===== src/rtl/serial_unit_arbiter_pkg.sv =====
// Shared definitions for the serial-unit arbiter: FSM state codes and sizing helpers.
package serial_unit_arbiter_pkg;

    typedef logic [2:0] state_t;

    localparam state_t ST_IDLE   = 3'd0;
    localparam state_t ST_GRANT  = 3'd1;
    localparam state_t ST_LAUNCH = 3'd2;
    localparam state_t ST_WAIT   = 3'd3;
    localparam state_t ST_RESP   = 3'd4;

    localparam int unsigned TIMEOUT_DEFAULT = 31;

    // Requester index width; a single bit is kept even for two requesters.
    function automatic int unsigned idx_w(input int unsigned n);
        return (n > 2) ? 32'($clog2(n)) : 32'd1;
    endfunction

    // Watchdog width large enough to hold the timeout value itself.
    function automatic int unsigned wd_w(input int unsigned t);
        return 32'($clog2(t + 1));
    endfunction

endpackage


===== src/rtl/serial_unit_arbiter_if.sv =====
// Requester-side and engine-side signals of the serial-unit arbiter.
interface serial_unit_arbiter_if
    import serial_unit_arbiter_pkg::*;
#(
    parameter int unsigned NUM_REQ = 4,
    parameter int unsigned DATA_W  = 4
);
    localparam int unsigned ID_W = idx_w(NUM_REQ);

    logic [NUM_REQ-1:0]        req;
    logic [NUM_REQ*DATA_W-1:0] a_in;
    logic [NUM_REQ*DATA_W-1:0] b_in;
    logic [NUM_REQ-1:0]        ack;
    logic [DATA_W-1:0]         result;
    logic [ID_W-1:0]           result_id;
    logic                      timeout_err;
    logic                      busy;
    logic                      eng_start;
    logic [DATA_W-1:0]         eng_a;
    logic [DATA_W-1:0]         eng_b;
    logic                      eng_done;
    logic [DATA_W-1:0]         eng_result;

    modport slave (
        input  req, a_in, b_in, eng_done, eng_result,
        output ack, result, result_id, timeout_err, busy, eng_start, eng_a, eng_b
    );

    modport master (
        output req, a_in, b_in, eng_done, eng_result,
        input  ack, result, result_id, timeout_err, busy, eng_start, eng_a, eng_b
    );

endinterface


===== src/rtl/serial_unit_arbiter_rr_pick.sv =====
// Round-robin pick: first set request at or after ptr, wrapping modulo NUM_REQ.
module serial_unit_arbiter_rr_pick
    import serial_unit_arbiter_pkg::*;
#(
    parameter int unsigned NUM_REQ = 4,
    parameter int unsigned ID_W    = idx_w(NUM_REQ)
) (
    input  logic [NUM_REQ-1:0] req,
    input  logic [ID_W-1:0]    ptr,
    output logic [ID_W-1:0]    grant,
    output logic               valid
);
    localparam int unsigned SUM_W = ID_W + 1;

    logic [NUM_REQ-1:0] rot;
    logic [ID_W-1:0]    off;
    logic [SUM_W-1:0]   sum;

    always_comb begin
        rot = NUM_REQ'({req, req} >> ptr);
        off = '0;
        // Descending scan so the lowest rotated index is the final assignment.
        for (int i = NUM_REQ - 1; i >= 0; i--) begin
            if (rot[i]) begin
                off = ID_W'(i);
            end
        end
        sum = SUM_W'(ptr) + SUM_W'(off);
        if (sum >= SUM_W'(NUM_REQ)) begin
            sum = sum - SUM_W'(NUM_REQ);
        end
        grant = sum[ID_W-1:0];
        valid = |req;
    end

endmodule


===== src/rtl/serial_unit_arbiter.sv =====
// Round-robin arbiter sharing one bit-serial engine among NUM_REQ requesters,
// with a watchdog that aborts an op the engine never completes.
module serial_unit_arbiter
    import serial_unit_arbiter_pkg::*;
#(
    parameter int unsigned NUM_REQ = 4,
    parameter int unsigned DATA_W  = 4,
    parameter int unsigned TIMEOUT = TIMEOUT_DEFAULT
) (
    input logic                clk,
    input logic                reset,
    serial_unit_arbiter_if.slave bus
);
    localparam int unsigned ID_W = idx_w(NUM_REQ);
    localparam int unsigned WD_W = wd_w(TIMEOUT);

    state_t            state;
    state_t            next_state;
    logic [ID_W-1:0]   ptr;
    logic [ID_W-1:0]   nx_ptr;
    logic [WD_W-1:0]   wd;
    logic [WD_W-1:0]   nx_wd;
    logic [WD_W-1:0]   wd_inc;
    logic              wd_hit;
    logic [ID_W-1:0]   pick_idx;
    logic              pick_valid;
    logic [ID_W-1:0]   nx_result_id;
    logic [NUM_REQ-1:0] nx_ack;
    logic [DATA_W-1:0] nx_result;
    logic [DATA_W-1:0] nx_eng_a;
    logic [DATA_W-1:0] nx_eng_b;
    logic              nx_terr;
    logic              nx_busy;
    logic              nx_start;

    serial_unit_arbiter_rr_pick #(
        .NUM_REQ (NUM_REQ),
        .ID_W    (ID_W)
    ) u_pick (
        .req   (bus.req),
        .ptr   (ptr),
        .grant (pick_idx),
        .valid (pick_valid)
    );

    // Watchdog never wraps: WAIT is left on the cycle the increment reaches TIMEOUT.
    assign wd_inc = wd + WD_W'(1);
    assign wd_hit = (wd_inc == WD_W'(TIMEOUT));

    always_ff @(posedge clk or posedge reset) begin
        if (reset) begin
            state <= ST_IDLE;
        end else begin
            state <= next_state;
        end
    end

    always_comb begin
        next_state = state;
        case (state)
            ST_IDLE:   if (pick_valid) next_state = ST_GRANT;
            ST_GRANT:  next_state = ST_LAUNCH;
            ST_LAUNCH: next_state = ST_WAIT;
            ST_WAIT:   if (bus.eng_done || wd_hit) next_state = ST_RESP;
            ST_RESP:   next_state = ST_IDLE;
            default:   next_state = ST_IDLE;
        endcase
    end

    // Next values of every registered output; done takes priority over the watchdog.
    always_comb begin
        nx_ptr       = ptr;
        nx_wd        = wd;
        nx_result_id = bus.result_id;
        nx_result    = bus.result;
        nx_eng_a     = bus.eng_a;
        nx_eng_b     = bus.eng_b;
        nx_ack       = '0;
        nx_terr      = 1'b0;
        nx_start     = 1'b0;
        nx_busy      = (next_state != ST_IDLE);
        case (state)
            ST_IDLE: begin
                if (pick_valid) begin
                    nx_result_id = pick_idx;
                    nx_ptr       = (pick_idx == ID_W'(NUM_REQ - 1)) ? '0 : pick_idx + ID_W'(1);
                end
            end
            ST_GRANT: begin
                for (int i = 0; i < NUM_REQ; i++) begin
                    if (bus.result_id == ID_W'(i)) begin
                        nx_eng_a = bus.a_in[i*DATA_W +: DATA_W];
                        nx_eng_b = bus.b_in[i*DATA_W +: DATA_W];
                    end
                end
                nx_wd    = '0;
                nx_start = 1'b1;
            end
            ST_WAIT: begin
                nx_wd = wd_inc;
                if (bus.eng_done) begin
                    nx_result = bus.eng_result;
                    nx_ack    = NUM_REQ'(1) << bus.result_id;
                end else if (wd_hit) begin
                    nx_result = '0;
                    nx_terr   = 1'b1;
                    nx_ack    = NUM_REQ'(1) << bus.result_id;
                end
            end
            default: begin
            end
        endcase
    end

    always_ff @(posedge clk or posedge reset) begin
        if (reset) begin
            ptr             <= '0;
            wd              <= '0;
            bus.ack         <= '0;
            bus.result      <= '0;
            bus.result_id   <= '0;
            bus.timeout_err <= 1'b0;
            bus.busy        <= 1'b0;
            bus.eng_start   <= 1'b0;
            bus.eng_a       <= '0;
            bus.eng_b       <= '0;
        end else begin
            ptr             <= nx_ptr;
            wd              <= nx_wd;
            bus.ack         <= nx_ack;
            bus.result      <= nx_result;
            bus.result_id   <= nx_result_id;
            bus.timeout_err <= nx_terr;
            bus.busy        <= nx_busy;
            bus.eng_start   <= nx_start;
            bus.eng_a       <= nx_eng_a;
            bus.eng_b       <= nx_eng_b;
        end
    end

endmodule

===== src/flat_wrapper.sv =====
// flat-port wrapper written by rule: the top's interface ports become plain ports
module serial_unit_arbiter_flat import serial_unit_arbiter_pkg::*;
#(
    parameter int unsigned NUM_REQ = 4,
    parameter int unsigned DATA_W  = 4,
    parameter int unsigned TIMEOUT = TIMEOUT_DEFAULT
)
  (clk, reset, bus_req, bus_a_in, bus_b_in, bus_eng_done, bus_eng_result, bus_ack, bus_result, bus_result_id, bus_timeout_err, bus_busy, bus_eng_start, bus_eng_a, bus_eng_b);
  serial_unit_arbiter_if #(.NUM_REQ(NUM_REQ), .DATA_W(DATA_W)) bus_i ();
  input logic clk;
  input logic reset;
  input wire logic [$bits(bus_i.req)-1:0] bus_req;
  input wire logic [$bits(bus_i.a_in)-1:0] bus_a_in;
  input wire logic [$bits(bus_i.b_in)-1:0] bus_b_in;
  input wire logic [$bits(bus_i.eng_done)-1:0] bus_eng_done;
  input wire logic [$bits(bus_i.eng_result)-1:0] bus_eng_result;
  output wire logic [$bits(bus_i.ack)-1:0] bus_ack;
  output wire logic [$bits(bus_i.result)-1:0] bus_result;
  output wire logic [$bits(bus_i.result_id)-1:0] bus_result_id;
  output wire logic [$bits(bus_i.timeout_err)-1:0] bus_timeout_err;
  output wire logic [$bits(bus_i.busy)-1:0] bus_busy;
  output wire logic [$bits(bus_i.eng_start)-1:0] bus_eng_start;
  output wire logic [$bits(bus_i.eng_a)-1:0] bus_eng_a;
  output wire logic [$bits(bus_i.eng_b)-1:0] bus_eng_b;
  assign bus_i.req = bus_req;
  assign bus_i.a_in = bus_a_in;
  assign bus_i.b_in = bus_b_in;
  assign bus_i.eng_done = bus_eng_done;
  assign bus_i.eng_result = bus_eng_result;
  assign bus_ack = bus_i.ack;
  assign bus_result = bus_i.result;
  assign bus_result_id = bus_i.result_id;
  assign bus_timeout_err = bus_i.timeout_err;
  assign bus_busy = bus_i.busy;
  assign bus_eng_start = bus_i.eng_start;
  assign bus_eng_a = bus_i.eng_a;
  assign bus_eng_b = bus_i.eng_b;
  serial_unit_arbiter #(.NUM_REQ(NUM_REQ), .DATA_W(DATA_W), .TIMEOUT(TIMEOUT)) u_core (.clk(clk), .reset(reset), .bus(bus_i));
endmodule

===== config.mk =====
export PLATFORM = sky130hd
export DESIGN_NAME = serial_unit_arbiter_flat
export DESIGN_NICKNAME = d
export VERILOG_FILES = /design/src/rtl/serial_unit_arbiter_pkg.sv /design/src/rtl/serial_unit_arbiter_if.sv /design/src/rtl/serial_unit_arbiter_rr_pick.sv /design/src/rtl/serial_unit_arbiter.sv /design/src/flat_wrapper.sv
export SDC_FILE = /design/constraint.sdc
export NUM_CORES = 1
export LEC_CHECK = 0
export CAP_MARGIN = 20
export CORE_AREA = 2 2 77 79
export CTS_CLUSTER_DIAMETER = 60
export CTS_CLUSTER_SIZE = 8
export DETAILED_ROUTE_END_ITERATION = 10
export DIE_AREA = 0 0 79 81
export GPL_TIMING_DRIVEN = 1
export PLACE_DENSITY = 0.67
export SKIP_LAST_GASP = 1
export SYNTH_ARGS = -nofsm -noshare
export SYNTH_HDL_FRONTEND = slang
export SYNTH_SLANG_ARGS = --single-unit

===== constraint.sdc =====
create_clock -name clk -period 3.2 [get_ports clk]
set_input_delay 0.32 -clock clk [delete_from_list [all_inputs] [get_ports clk]]
set_output_delay 0.32 -clock clk [all_outputs]
set_load 0.01 [all_outputs]

# Yosys cells after proc, flatten, opt, wreduce, memory -nomap -nowiden
# Cells that the tools add are included.
# classes
addsub	4
magnitude_cmp	1
n_eq_ne	8
shift	2
muxes	27
reduce_logical	11
# op_table
op	n
2-to-1 mux 4 bit	13
2-to-1 mux 2 bit	6
one-hot mux 3 bit (4 select lines)	1
one-hot mux 5 bit (2 select lines)	1
>> shifter 8 x 2 -> 4 bit	1
== test 2 bit (second input constant)	3
== test 3 x 2 -> 1 bit (second input constant)	2
2-to-1 mux 3 bit	2
AND reduction 2 bit	3
adder 5 x 1 -> 5 bit (second input constant)	1
== test 5 bit (second input constant)	1
2-to-1 mux 1 bit	4
nonzero test 2 bit	2
nonzero test 4 bit	1
OR reduction 4 bit	1
left shift 1 x 2 -> 4 bit (first input constant)	1
adder 2 x 2 -> 3 bit	1
== test 3 x 1 -> 1 bit (second input constant)	1
>= comparator 3 bit (second input constant)	1
zero test 3 bit	1
nonzero test 3 bit	1
adder 2 x 1 -> 2 bit (second input constant)	1
== test 2 x 1 -> 1 bit (second input constant)	1
zero test 2 bit	1
2 further kinds	2
# totals
ff_bits	31
output_inout_bits	21

# Depth between registers and ports, before layout
# Gate-level depths: netlist (run 1).
# logic_depth
word_depth	10
depth_mapped	11

# Hierarchy
# A second synthesis (run 1) with hierarchy kept.
# hier_totals
cells_unflattened	156
area_unflattened_um2	1856.8
# by_module_without_submodules
module	instances	cells_each	area_each_um2	seq_area_each_um2
serial_unit_arbiter	1	129	1677.9	775.7
serial_unit_arbiter_rr_pick	1	27	178.9	0.0

# Worst setup path after synthesis (run 1)
# Ideal clock, no wire load.
# synth_timing
path_kind	reg-to-reg
start	reg u_core.ptr[0]
end	reg u_core.ptr[1]
arrival_time_ps	2132
setup_slack_ps	942
stages_incl_launch_ff	11
n_path_buf	1
period_less_slack_ps	2258
path_cell_list	dfrtp_1 -> buf_2 -> nor2b_1 -> a221oi_1 -> a21oi_1 -> a311o_1 -> ha_1 -> xor2_1 -> and3_1 -> o21bai_4 -> xnor2_2
# synth_between
elab_chain_cells	10
# synth_lines
element	line	text
start, declared	serial_unit_arbiter.sv:19	logic [ID_W-1:0] ptr;
start signal, assigned	serial_unit_arbiter.sv:128	ptr <= nx_ptr;
>> shifter 8 x 2 -> 4 bit	serial_unit_arbiter_rr_pick.sv:20	rot = NUM_REQ'({req, req} >> ptr);
2-to-1 mux 2 bit (4 in a row)	serial_unit_arbiter_rr_pick.sv:24	if (rot[i]) begin
adder 2 x 2 -> 3 bit (*)	serial_unit_arbiter_rr_pick.sv:28	sum = SUM_W'(ptr) + SUM_W'(off);
>= comparator 3 bit or subtractor 2 x 1 -> 2 bit (tied branches)	serial_unit_arbiter_rr_pick.sv:29, serial_unit_arbiter_rr_pick.sv:30	
2-to-1 mux 2 bit (*)	serial_unit_arbiter_rr_pick.sv:29	if (sum >= SUM_W'(NUM_REQ)) begin
via u_core.pick_idx[0]	serial_unit_arbiter.sv:25	logic [ID_W-1:0] pick_idx;
adder 2 x 1 -> 2 bit or == test 2 bit (tied branches)	serial_unit_arbiter.sv:86	nx_ptr = (pick_idx == ID_W'(NUM_REQ - 1)) ? '0 : pick_idx + ID_W'(1);
2-to-1 mux 2 bit (*)	serial_unit_arbiter.sv:86	
# The timed path passes the listed nets; every way through them passes the cells marked *.
# A chain may end at the register's enable or synchronous reset.

# Worst setup path in the final report (run 1)
# layout_timing
start	in bus_req[3]
end	reg u_core.ptr[1]
# layout_between
elab_chain_cells	10
# layout_lines
element	line	text
start, declared	flat_wrapper.sv:12	input wire logic [$bits(bus_i.req)-1:0] bus_req;
>> shifter 8 x 2 -> 4 bit (*)	serial_unit_arbiter_rr_pick.sv:20	
2-to-1 mux 2 bit (3 in a row)	serial_unit_arbiter_rr_pick.sv:24	
2-to-1 mux 2 bit (*)	serial_unit_arbiter_rr_pick.sv:24	
adder 2 x 2 -> 3 bit (*)	serial_unit_arbiter_rr_pick.sv:28	
>= comparator 3 bit or subtractor 2 x 1 -> 2 bit (tied branches)	serial_unit_arbiter_rr_pick.sv:29, serial_unit_arbiter_rr_pick.sv:30	
2-to-1 mux 2 bit (*)	serial_unit_arbiter_rr_pick.sv:29	
via u_core.pick_idx[0]	serial_unit_arbiter.sv:25	
adder 2 x 1 -> 2 bit or == test 2 bit (tied branches)	serial_unit_arbiter.sv:86	
2-to-1 mux 2 bit (*)	serial_unit_arbiter.sv:86	
# Marks and branches as above.

==> results by group, run 1 <==
Cells and area
  – Fillers: roughly 560
  – Multi-input gate area: around 790 µm²
  – Sequential Area: 776 µm²
  – Layout cells sized above 1: between 10% and 20%
  – Commonest non-fill, non-tap cells in the layout: clkdlybuf4s50_1 (63), dfrtp_1 (31), nand2_1 (10)
  – Layout net count: between 200 and 250
  – Commonest non-fill, non-tap cell in the layout: clkdlybuf4s50_1
  – Synth-to-Final Area Change: 49.8%
  – Fin cells: around 280
  – Ant diodes: 0

Synthesis
  – Yosys reg bits: 31
  – Number of library cell types mapped by synthesis: 34
  – Yosys warns: 0
  – Syn_nets: 181
  – Syn_area_per_cell: approximately 12 µm²
  – Number of synthesized flops with an enable pin: 0
  – Syn Std Cell Area: 0.00162 mm²
  – Synth Flop Type: dfrtp_1
  – Post-synthesis sequential area ratio: 48.0%
  – FFs w/ async S/R, synth: 100%
  – Mapped Cells: around 140

Floorplan
  – Die Wd: about 79 µm
  – Core area: approximately 0.0057 mm²
  – Rows: 28
  – Initial core utilization: 28.5%
  – Boundary Pins: 64
  – Area of the die: ~0.0064 mm²
  – Height of the die: roughly 80 µm

Critical path
  – R2R Setup Slk: 0.83 ns
  – Reg2reg end: u_core.ptr[1]
  – Critical Path End Type: flip-flop
  – Crit Path Category: in -> reg
  – Register-to-Register Path Depth: 9
  – CP Data Arrival Time: 2.54 ns
  – Max Fanout on Critical Path: 6
  – Reg-to-Reg Start: u_core.ptr[0]
  – Nature of the critical path startpoint: input port
  – Critical Path RT: around 3.4 ns

STA
  – Post-route minimum period: ~2.4 ns
  – RSZ-0062 raised after global routing: no
  – # setup viols final: 0
  – Final slew viol count: 0
  – Worst hold slack: approximately 0.38 ns
  – Final Hold Viols: 0
  – Final worst-path cycle share: roughly three quarters
  – Worst Skew: between 0.006 and 0.007 ns
  – FMAX: 0.420 GHz
  – Rel. slew slack: 54.0%
  – Slew @ Worst Pin: about 0.69 ns
  – Setup TNS: 0 ns
  – Setup slack after layout: about 0.82 ns

Global routing
  – Initial antenna violation count: 0
  – First-pass GRT wire length: roughly 5900 µm
  – Gr busiest metal: met2
  – Largest net degree at the start of global routing: 19
  – Tot GR Track Use: 11.9%
  – Met3 Usage GRT: between 5 and 6%
  – GR Util met2: a little under 20%
  – Global route overflow: 0
  – Met1 Use GR: between 10% and 20%
  – Vias in the first global route: between 1000 and 1500

CTS
  – CTS resizes: 0
  – Later-pin clock latency in the skew report: ~0.28 ns
  – CTS root buffer: clkbuf_8
  – Post-CTS setup-driven buffer insertion count: 0
  – H-tree levels: 2
  – Cts bufs inserted: 5
  – Clock buffer depth: 2
  – Sink Count: 31
  – Clock-pin slew on the worst setup and hold paths: around 0.060 ns
  – CTS tree: yes
  – # hold bufs at CTS: 0

Min path
  – Hold crit path type: in -> async

Place
  – Pre-CTS setup slack: between 0.5 and 0.6 ns
  – Final weighted congestion of routability-driven global placement: between 0.7 and 0.8
  – IO buf count: 63
  – Post-DP HPWL: ~2700 µm
  – Cell total after placement: around 270

Outcome
  – Outcome: complete, no violations

Detailed routing
  – Drt initial violations: 30
  – DRC violations left: 0
  – First-pass DRT Iterations: 4
  – Final ANT Viol Nets: 0
  – Via density: 4.72
  – Drt wl/cell: ~13 µm
  – Total number of vias: 1304
  – Final wirelength: about 3600 µm

Run
  – Max-cap check violation count: 0

Power
  – Pwr Density: between 800 and 900 mW/mm²
  – Worst vdd ir: approximately 0.26 mV
  – Leakage power: 0.998 nW
-- Yosys cell counts (all sizes together) (4+ instances only) --
| library cell | n | area share (%) |
|---|---|---|
| dfrtp | 31 | 48 |
| a32o | 4 | 2.5 |
| buf | 4 | 1.2 |
| nand2 | 10 | 2.3 |
| o21ai | 6 | 1.9 |
| nor2 | 8 | 2.0 |
| xor2 | 4 | 2.2 |
| mux4 | 8 | 11 |
| mux2 | 10 | 7.2 |
| nor3 | 5 | 1.5 |
| inv | 6 | 1.4 |
| a21oi | 5 | 1.5 |
-- report_power, final --
group	leakage [nW]	switching, mW	internal [mW]	total [mW]
logic	0.558	0.374	0.574	0.948
clock network	0.0515	0.140	0.196	0.336
registers	0.388	0.178	0.547	0.725
total	0.998	0.692	1.32	2.01
-- critical path, stage by stage --
cell and delay (ns):
clkdlybuf4s50_1 0.56, nor2b_1 0.09, a221oi_1 0.29, a21oi_1 0.06, a311o_1 0.27, ha_1 0.32
xor2_1 0.19, and3_1 0.22, o21bai_4 0.09, xnor2_2 0.12
-- worst max-delay path by stage --
stage	from	endpoint	slack [ns]	cells past startpoint
detailed placement	bus_req[3]	u_core.ptr[1]	0.53	10
CTS	u_core.ptr[0]	u_core.ptr[1]	0.82	9
global placement	bus_req[3]	u_core.ptr[1]	0.58	10
finish	bus_req[3]	u_core.ptr[1]	0.82	10
global route	bus_req[3]	u_core.ptr[1]	0.67	10
floorplan	u_core.ptr[0]	u_core.ptr[1]	0.94	10
-- layout make-up --
type / instances / share of cell area [%]
multi-input combinational: 92 / 32.6
sequential: 31 / 32.1
timing repair buffer: 64 / 26.4
clock buffer: 8 / 4.14
tap: 75 / 3.88
inverter: 6 / 0.931
-- routing by layer --
layer / part of all wire [%] / vias up
met4: 2.3 / 0
met5: 0 / -
met3: 9.0 / 10
met2: 49 / 43
li1: - / 627
met1: 39 / 624
-- stage by stage --
| step | instance area, µm² | total power, mW | util [%] |
|---|---|---|---|
| floorplan | 1620 | 1.32 | - |
| global placement | 2320 | 1.67 | 40.9 |
| detailed placement | 2320 | 1.70 | 40.9 |
| CTS | 2420 | 2.04 | 42.6 |
| global route | 2420 | 2.17 | 42.6 |
| finish | 2420 | 2.01 | 42.6 |
-- cell families after synthesis --
group	synth area share, %
AOI/OAI and AO/OA	11.7
xor gates and xnor gates	4.26
adders and majority gates	2.32
buffers and inverters	3.10
DFF	48.0
muxes	18.4
and+or+nand+nor	12.2
-- flip-flops by register name, summed over array words and instances (netlist names) --
signal                  cells
u_core.bus.busy             1
u_core.ptr                  2
u_core.bus.eng_b            4
u_core.bus.ack              4
u_core.wd                   5
u_core.bus.eng_a            4
u_core.bus.timeout_err      1
u_core.state                3
u_core.bus.eng_start        1
u_core.bus.result           4
u_core.bus.result_id        2
(Power assumes the default switching activity.)
==> run 2, diff against run 1 <==
clock period = 2.3 ns   (was 3.2 ns; I/O delays follow)
==> results by group, run 2 (synthesized netlist as in run 1, its figures left out) <==
Cells and area
  – Fin util: 45.5% (was 42.6%)
  – Ant diodes: 0 (unchanged)
  – Number of flip-flops in the largest register: 5 (unchanged)
  – Layout cells sized above 1: 24.4% (was 15.9%)
  – Synth-to-Final Area Change: 60.0% (was 49.8%)
  – Commonest non-fill, non-tap cells in the layout: clkdlybuf4s50_1 (63), dfrtp_1 (30), buf_4 (17) (was clkdlybuf4s50_1 (63), dfrtp_1 (31), nand2_1 (10))
  – Fillers: 528 (was 555)
  – Top reg by flops: u_core.wd (unchanged)
  – Layout net count: 262 (was 246)
  – Commonest non-fill, non-tap cell in the layout: clkdlybuf4s50_1 (unchanged)

CTS
  – CTS tree: yes (unchanged)
  – # hold bufs at CTS: 0 (unchanged)
  – Cts bufs inserted: 5 (unchanged)
  – CTS root buffer: clkbuf_8 (unchanged)
  – H-tree levels: 2 (unchanged)
  – Clock-pin slew on the worst setup and hold paths: 0.07 ns (was 0.06 ns)
  – Clock buffer depth: 2 (unchanged)
  – Sink Count: 31 (unchanged)
  – Later-pin clock latency in the skew report: 0.28 ns (about the same)

Floorplan
  – Boundary Pins: 64 (unchanged)
  – Core area: 0.00568 mm² (unchanged)
  – Area of the die: 0.00640 mm² (unchanged)
  – Height of the die: 81 µm (unchanged)
  – Rows: 28 (unchanged)
  – Die Wd: 79 µm (unchanged)
  – Initial core utilization: 28.5% (unchanged)

Detailed routing
  – First-pass DRT Iterations: 4 (unchanged)
  – Drt wl/cell: 12.9 µm (was 13.2 µm)
  – Total number of vias: 1375 (was 1304)
  – Final ANT Viol Nets: 0 (unchanged)
  – Final wirelength: 3760 µm (was 3640 µm)
  – Via density: 4.71 (was 4.72)
  – Drt initial violations: 85 (was 30)
  – DRC violations left: 0 (unchanged)

Critical path
  – Register-to-Register Path Depth: 9 (unchanged)
  – Critical path's slowest cell: clkdlybuf4s50_1 (unchanged)
  – End of the critical path: u_core.ptr[1] (unchanged)
  – Critical Path End Type: flip-flop (unchanged)
  – Crit. path cell count: 10 (unchanged)
  – Worst Setup SP: bus_req[3] (unchanged)
  – CP Data Arrival Time: 2.42 ns (was 2.54 ns)
  – Nature of the critical path startpoint: input port (unchanged)
  – Max Fanout on Critical Path: 4 (was 6)
  – Buf+Inv Stages, Crit Path: 2 (was 1)
  – Crit Path Category: in -> reg (unchanged)
  – R2R Setup Slk: 0.09 ns (was 0.83 ns)
  – Critical path's largest stage delay: 0.49 ns (was 0.56 ns)
  – Reg2reg end: u_core.ptr[1] (unchanged)
  – Reg-to-Reg Start: u_core.ptr[0] (unchanged)
  – Critical Path RT: 2.46 ns (was 3.36 ns)
  – CP delay by family, top: compound AO/OA/AOI/OAI gates (unchanged)
  – Crit path cell chain: clkdlybuf4s50_1, buf_4, a221oi_2, a21oi_1, a311o_1, ha_4, xor2_1, and3_1, o21bai_4, xnor2_2 (was clkdlybuf4s50_1, nor2b_1, a221oi_1, a21oi_1, a311o_1, ha_1, xor2_1, and3_1, o21bai_4, xnor2_2)

Power
  – Pwr Density: 1190 mW/mm² (was 830 mW/mm²)
  – P_int: 2.07 mW (was 1.32 mW)
  – Leakage power: 1.09 nW (was 0.998 nW)
  – Worst vdd ir: 0.408 mV (was 0.260 mV)
  – Clk pwr share: 17.6% (was 16.7%)
  – Switching power: 1.01 mW (was 0.692 mW)
  – Part of the power in combinational logic: 52.6% (was 47.2%)
  – Switch share: 32.9% (was 34.5%)
  – Flop pwr share: 29.8% (was 36.1%)

STA
  – FMAX: 0.443 GHz
  – RSZ-0062 raised after global routing: yes (was no)
  – Post-route minimum period: between 2 and 2.5 ns
  – Final worst-path cycle share: ~100%
  – Slew @ Worst Pin: 0.469 ns (was 0.690 ns)
  – Final Hold Viols: 0 (unchanged)
  – Worst Skew: 0.00642 ns (was 0.00630 ns)
  – Worst hold slack: 0.191 ns (was 0.383 ns)
  – # setup viols final: 0 (unchanged)
  – Final slew viol count: 0 (unchanged)
  – Rel. slew slack: 68.7% (was 54.0%)

Min path
  – Hold crit path type: in -> async (unchanged)

Place
  – Post-DP HPWL: 2880 µm (was 2740 µm)
  – IO buf count: 63 (unchanged)
  – Final weighted congestion of routability-driven global placement: 0.735 (was 0.710)

Global routing
  – First-pass GRT wire length: 5990 µm (was 5850 µm)
  – Global route overflow: 0 (unchanged)
  – Vias in the first global route: 1311 (was 1227)
  – Tot GR Track Use: 11.9% (about the same)
  – Largest net degree at the start of global routing: 25 (was 19)
  – Initial antenna violation count: 0 (unchanged)

Outcome
  – Outcome: complete, no violations (unchanged)

Run
  – Max-cap check violation count: 0 (unchanged)
-- run 2: per-layer routing --
metal  up-vias  GRT usage (%)  share of wire (%)
met5         -              0                  0
met1       666           14.1                 40
met2        44           20.1                 50
li1        655              -                  -
met3        10           3.78                7.6
met4         0           4.83                2.1
-- run 2: area by class of cell --
type / count / area, µm² / area share, %
multi-input cells: 92 / 816 / 31.6
flip-flops and latches: 31 / 777 / 30.1
repair buffers: 80 / 758 / 29.3
well taps: 75 / 93.8 / 3.63
clock buffers: 6 / 82.6 / 3.19
clock inverters: 2 / 35.0 / 1.36
inverters: 6 / 22.5 / 0.871
-- run 2: power by group through the flow --
stage,Combinational [mW],Sequential (mW),Clock [mW]
CTS,1.59,0.918,0.566
global placement,1.56,0.921,0
detailed placement,1.59,0.926,0
global route,1.76,0.955,0.587
floorplan,0.854,0.986,0
finish,1.62,0.916,0.543
-- run 2: worst min-delay path by stage --
stage                        endpoint
6_report          u_core.bus.eng_a[2]
4_1_cts           u_core.bus.eng_a[2]
3_5_place_dp     u_core.bus.result[2]
2_1_floorplan  u_core.bus.timeout_err
5_1_grt           u_core.bus.eng_a[2]
3_3_place_gp     u_core.bus.result[2]
-- run 2: through the flow --
stage	instances	TNS [ns]	instance area [µm²]	setup slack [ns]	power (mW)
6_report	292	0	2580	0.0417	3.08
5_1_grt	292	-0.0362	2580	-0.0362	3.31
4_1_cts	291	0	2550	0.0205	3.07
3_5_place_dp	283	-0.156	2430	-0.156	2.51
3_3_place_gp	283	-0.120	2430	-0.120	2.48
2_1_floorplan	135	0	1620	0.0421	1.84
-- run 2: timing repair --
action                                  CTS  global route
setup buffers                             0             1
endpoints found under the setup margin    0             1
gates resized for setup                   0             5
hold endpoints to repair                  0             0
==> run 3, diff against run 2 <==
GPL_TIMING_DRIVEN = unset   (was 1)
RECOVER_POWER = 25   (was unset)
==> results by group, run 3 (synthesized netlist as in run 1, its figures left out) <==
Floorplan
  – Boundary Pins: 64 (unchanged)
  – Die Wd: 79 µm (unchanged)
  – Height of the die: 81 µm (unchanged)
  – Initial core utilization: 28.5% (unchanged)
  – Rows: 28 (unchanged)
  – Area of the die: 0.00640 mm² (unchanged)
  – Core area: 0.00568 mm² (unchanged)

Global routing
  – Tot GR Track Use: 11.9% (unchanged)
  – Initial antenna violation count: 0 (unchanged)
  – Vias in the first global route: 1311 (unchanged)
  – Largest net degree at the start of global routing: 25 (unchanged)
  – First-pass GRT wire length: 5990 µm (unchanged)
  – Global route overflow: 0 (unchanged)

Detailed routing
  – Drt wl/cell: 12.8 µm (was 12.9 µm)
  – First-pass DRT Iterations: 4 (unchanged)
  – Drt initial violations: 85 (unchanged)
  – Final wirelength: 3750 µm (was 3760 µm)
  – Via density: 4.71 (unchanged)
  – Final ANT Viol Nets: 0 (unchanged)
  – DRC violations left: 0 (unchanged)
  – Total number of vias: 1375 (unchanged)

STA
  – Slew @ Worst Pin: 1.29 ns (was 0.469 ns)
  – Final worst-path cycle share: 98.1% (was 98.2%)
  – Final Hold Viols: 0 (unchanged)
  – Setup TNS: 0 ns (unchanged)
  – # setup viols final: 0 (unchanged)
  – RSZ-0062 raised after global routing: yes (unchanged)
  – Final slew viol count: 0 (unchanged)
  – Worst hold slack: 0.326 ns (was 0.191 ns)
  – Worst Skew: 0.00631 ns (was 0.00642 ns)
  – Rel. slew slack: 13.9% (was 68.7%)
  – Post-route minimum period: 2.26 ns (about the same)
  – FMAX: 0.443 GHz (about the same)

Cells and area
  – Number of flip-flops in the largest register: 5 (unchanged)
  – Layout cells sized above 1: 24.0% (was 24.4%)
  – Commonest non-fill, non-tap cell in the layout: clkdlybuf4s50_1 (unchanged)
  – Commonest non-fill, non-tap cells in the layout: clkdlybuf4s50_1 (62), dfrtp_1 (30), buf_4 (16) (was clkdlybuf4s50_1 (63), dfrtp_1 (30), buf_4 (17))
  – Synth-to-Final Area Change: 59.8% (was 60.0%)
  – Ant diodes: 0 (unchanged)
  – Top reg by flops: u_core.wd (unchanged)
  – Fin util: 45.5% (about the same)
  – Layout net count: 262 (unchanged)

Power
  – Worst vdd ir: 0.408 mV (unchanged)
  – Leakage power: 1.09 nW (about the same)
  – Pwr Density: 1190 mW/mm² (about the same)

CTS
  – CTS root buffer: clkbuf_8 (unchanged)
  – Clock buffer depth: 2 (unchanged)
  – CTS tree: yes (unchanged)
  – H-tree levels: 2 (unchanged)
  – Cts bufs inserted: 5 (unchanged)
  – Sink Count: 31 (unchanged)
  – Later-pin clock latency in the skew report: 0.28 ns (about the same)
  – Clock-pin slew on the worst setup and hold paths: 0.07 ns (about the same)

Place
  – IO buf count: 63 (unchanged)
  – Post-DP HPWL: 2880 µm (unchanged)
  – Final weighted congestion of routability-driven global placement: 0.735 (unchanged)

Critical path
  – R2R Setup Slk: 0.09 ns (about the same)
  – Max Fanout on Critical Path: 4 (unchanged)
  – Crit Path Category: in -> reg (unchanged)
  – Worst Setup SP: bus_req[3] (unchanged)
  – Reg-to-Reg Start: u_core.ptr[0] (unchanged)
  – Critical Path End Type: flip-flop (unchanged)
  – Nature of the critical path startpoint: input port (unchanged)
  – Critical Path RT: 2.46 ns (about the same)
  – CP Data Arrival Time: 2.41 ns (was 2.42 ns)

Outcome
  – Outcome: complete, no violations (unchanged)

Run
  – Max-cap check violation count: 0 (unchanged)

Min path
  – Hold crit path type: in -> async (unchanged)
[run 3: layout make-up]
type,instances,area (µm²)
sequential,31,777
fill,529,3090
clock inverter,2,35.0
timing repair buffer,80,754
tap,75,93.8
inverter,6,22.5
multi-input combinational,92,816
clock buffer,6,82.6
[run 3: routing by layer]
layer / global-route usage, % / share of wire (%) / wire length, µm / up-vias
met5: 0 / 0 / 0 / -
met4: 4.83 / 2.1 / 78 / 0
met3: 3.78 / 7.7 / 288 / 10
met2: 20.1 / 50 / 1880 / 46
met1: 14.1 / 40 / 1500 / 664
li1: - / - / - / 655
[run 3: worst paths after layout]
| kind | to | cells past startpoint |
|---|---|---|
| max | u_core.ptr[1] | 10 |
| min | u_core.bus.eng_a[2] | 2 |
| max reg2reg | u_core.ptr[1] | 9 |
| min reg2reg | u_core.bus.result[2] | 1 |
| max in group asynchronous | u_core.ptr[0] | 3 |
| min in group clk | u_core.bus.result[2] | 1 |
[run 3: report_power, final]
group	leakage (nW)	total (mW)	internal, mW	switching [mW]
clock	0.0612	0.544	0.350	0.193
combinational	0.639	1.62	0.950	0.669
sequential	0.387	0.916	0.764	0.151
total	1.09	3.08	2.06	1.01
[run 3: per-stage QoR]
stage | cells | cell area [µm²] | power (mW) | setup slack (ns)
after detailed placement | 283 | 2430 | 2.51 | -0.156
after floorplan | 135 | 1620 | 1.84 | 0.0421
after CTS | 291 | 2550 | 3.07 | 0.0205
after global placement | 283 | 2430 | 2.48 | -0.120
final | 292 | 2580 | 3.08 | 0.0435
after global routing | 292 | 2580 | 3.30 | -0.0362
[run 3: repair_timing]
action                     4_1_cts  5_1_grt
setup endpoints to repair        0        1
setup buffers                    0        1
gates resized for setup          0        5
hold buffers                     0        0
[run 3: critical path: stages]
cell	delay [ns]
clkdlybuf4s50_1	0.49
buf_4	0.19
a221oi_2	0.22
a21oi_1	0.06
a311o_1	0.36
ha_4	0.28
xor2_1	0.16
and3_1	0.22
o21bai_4	0.07
xnor2_2	0.13
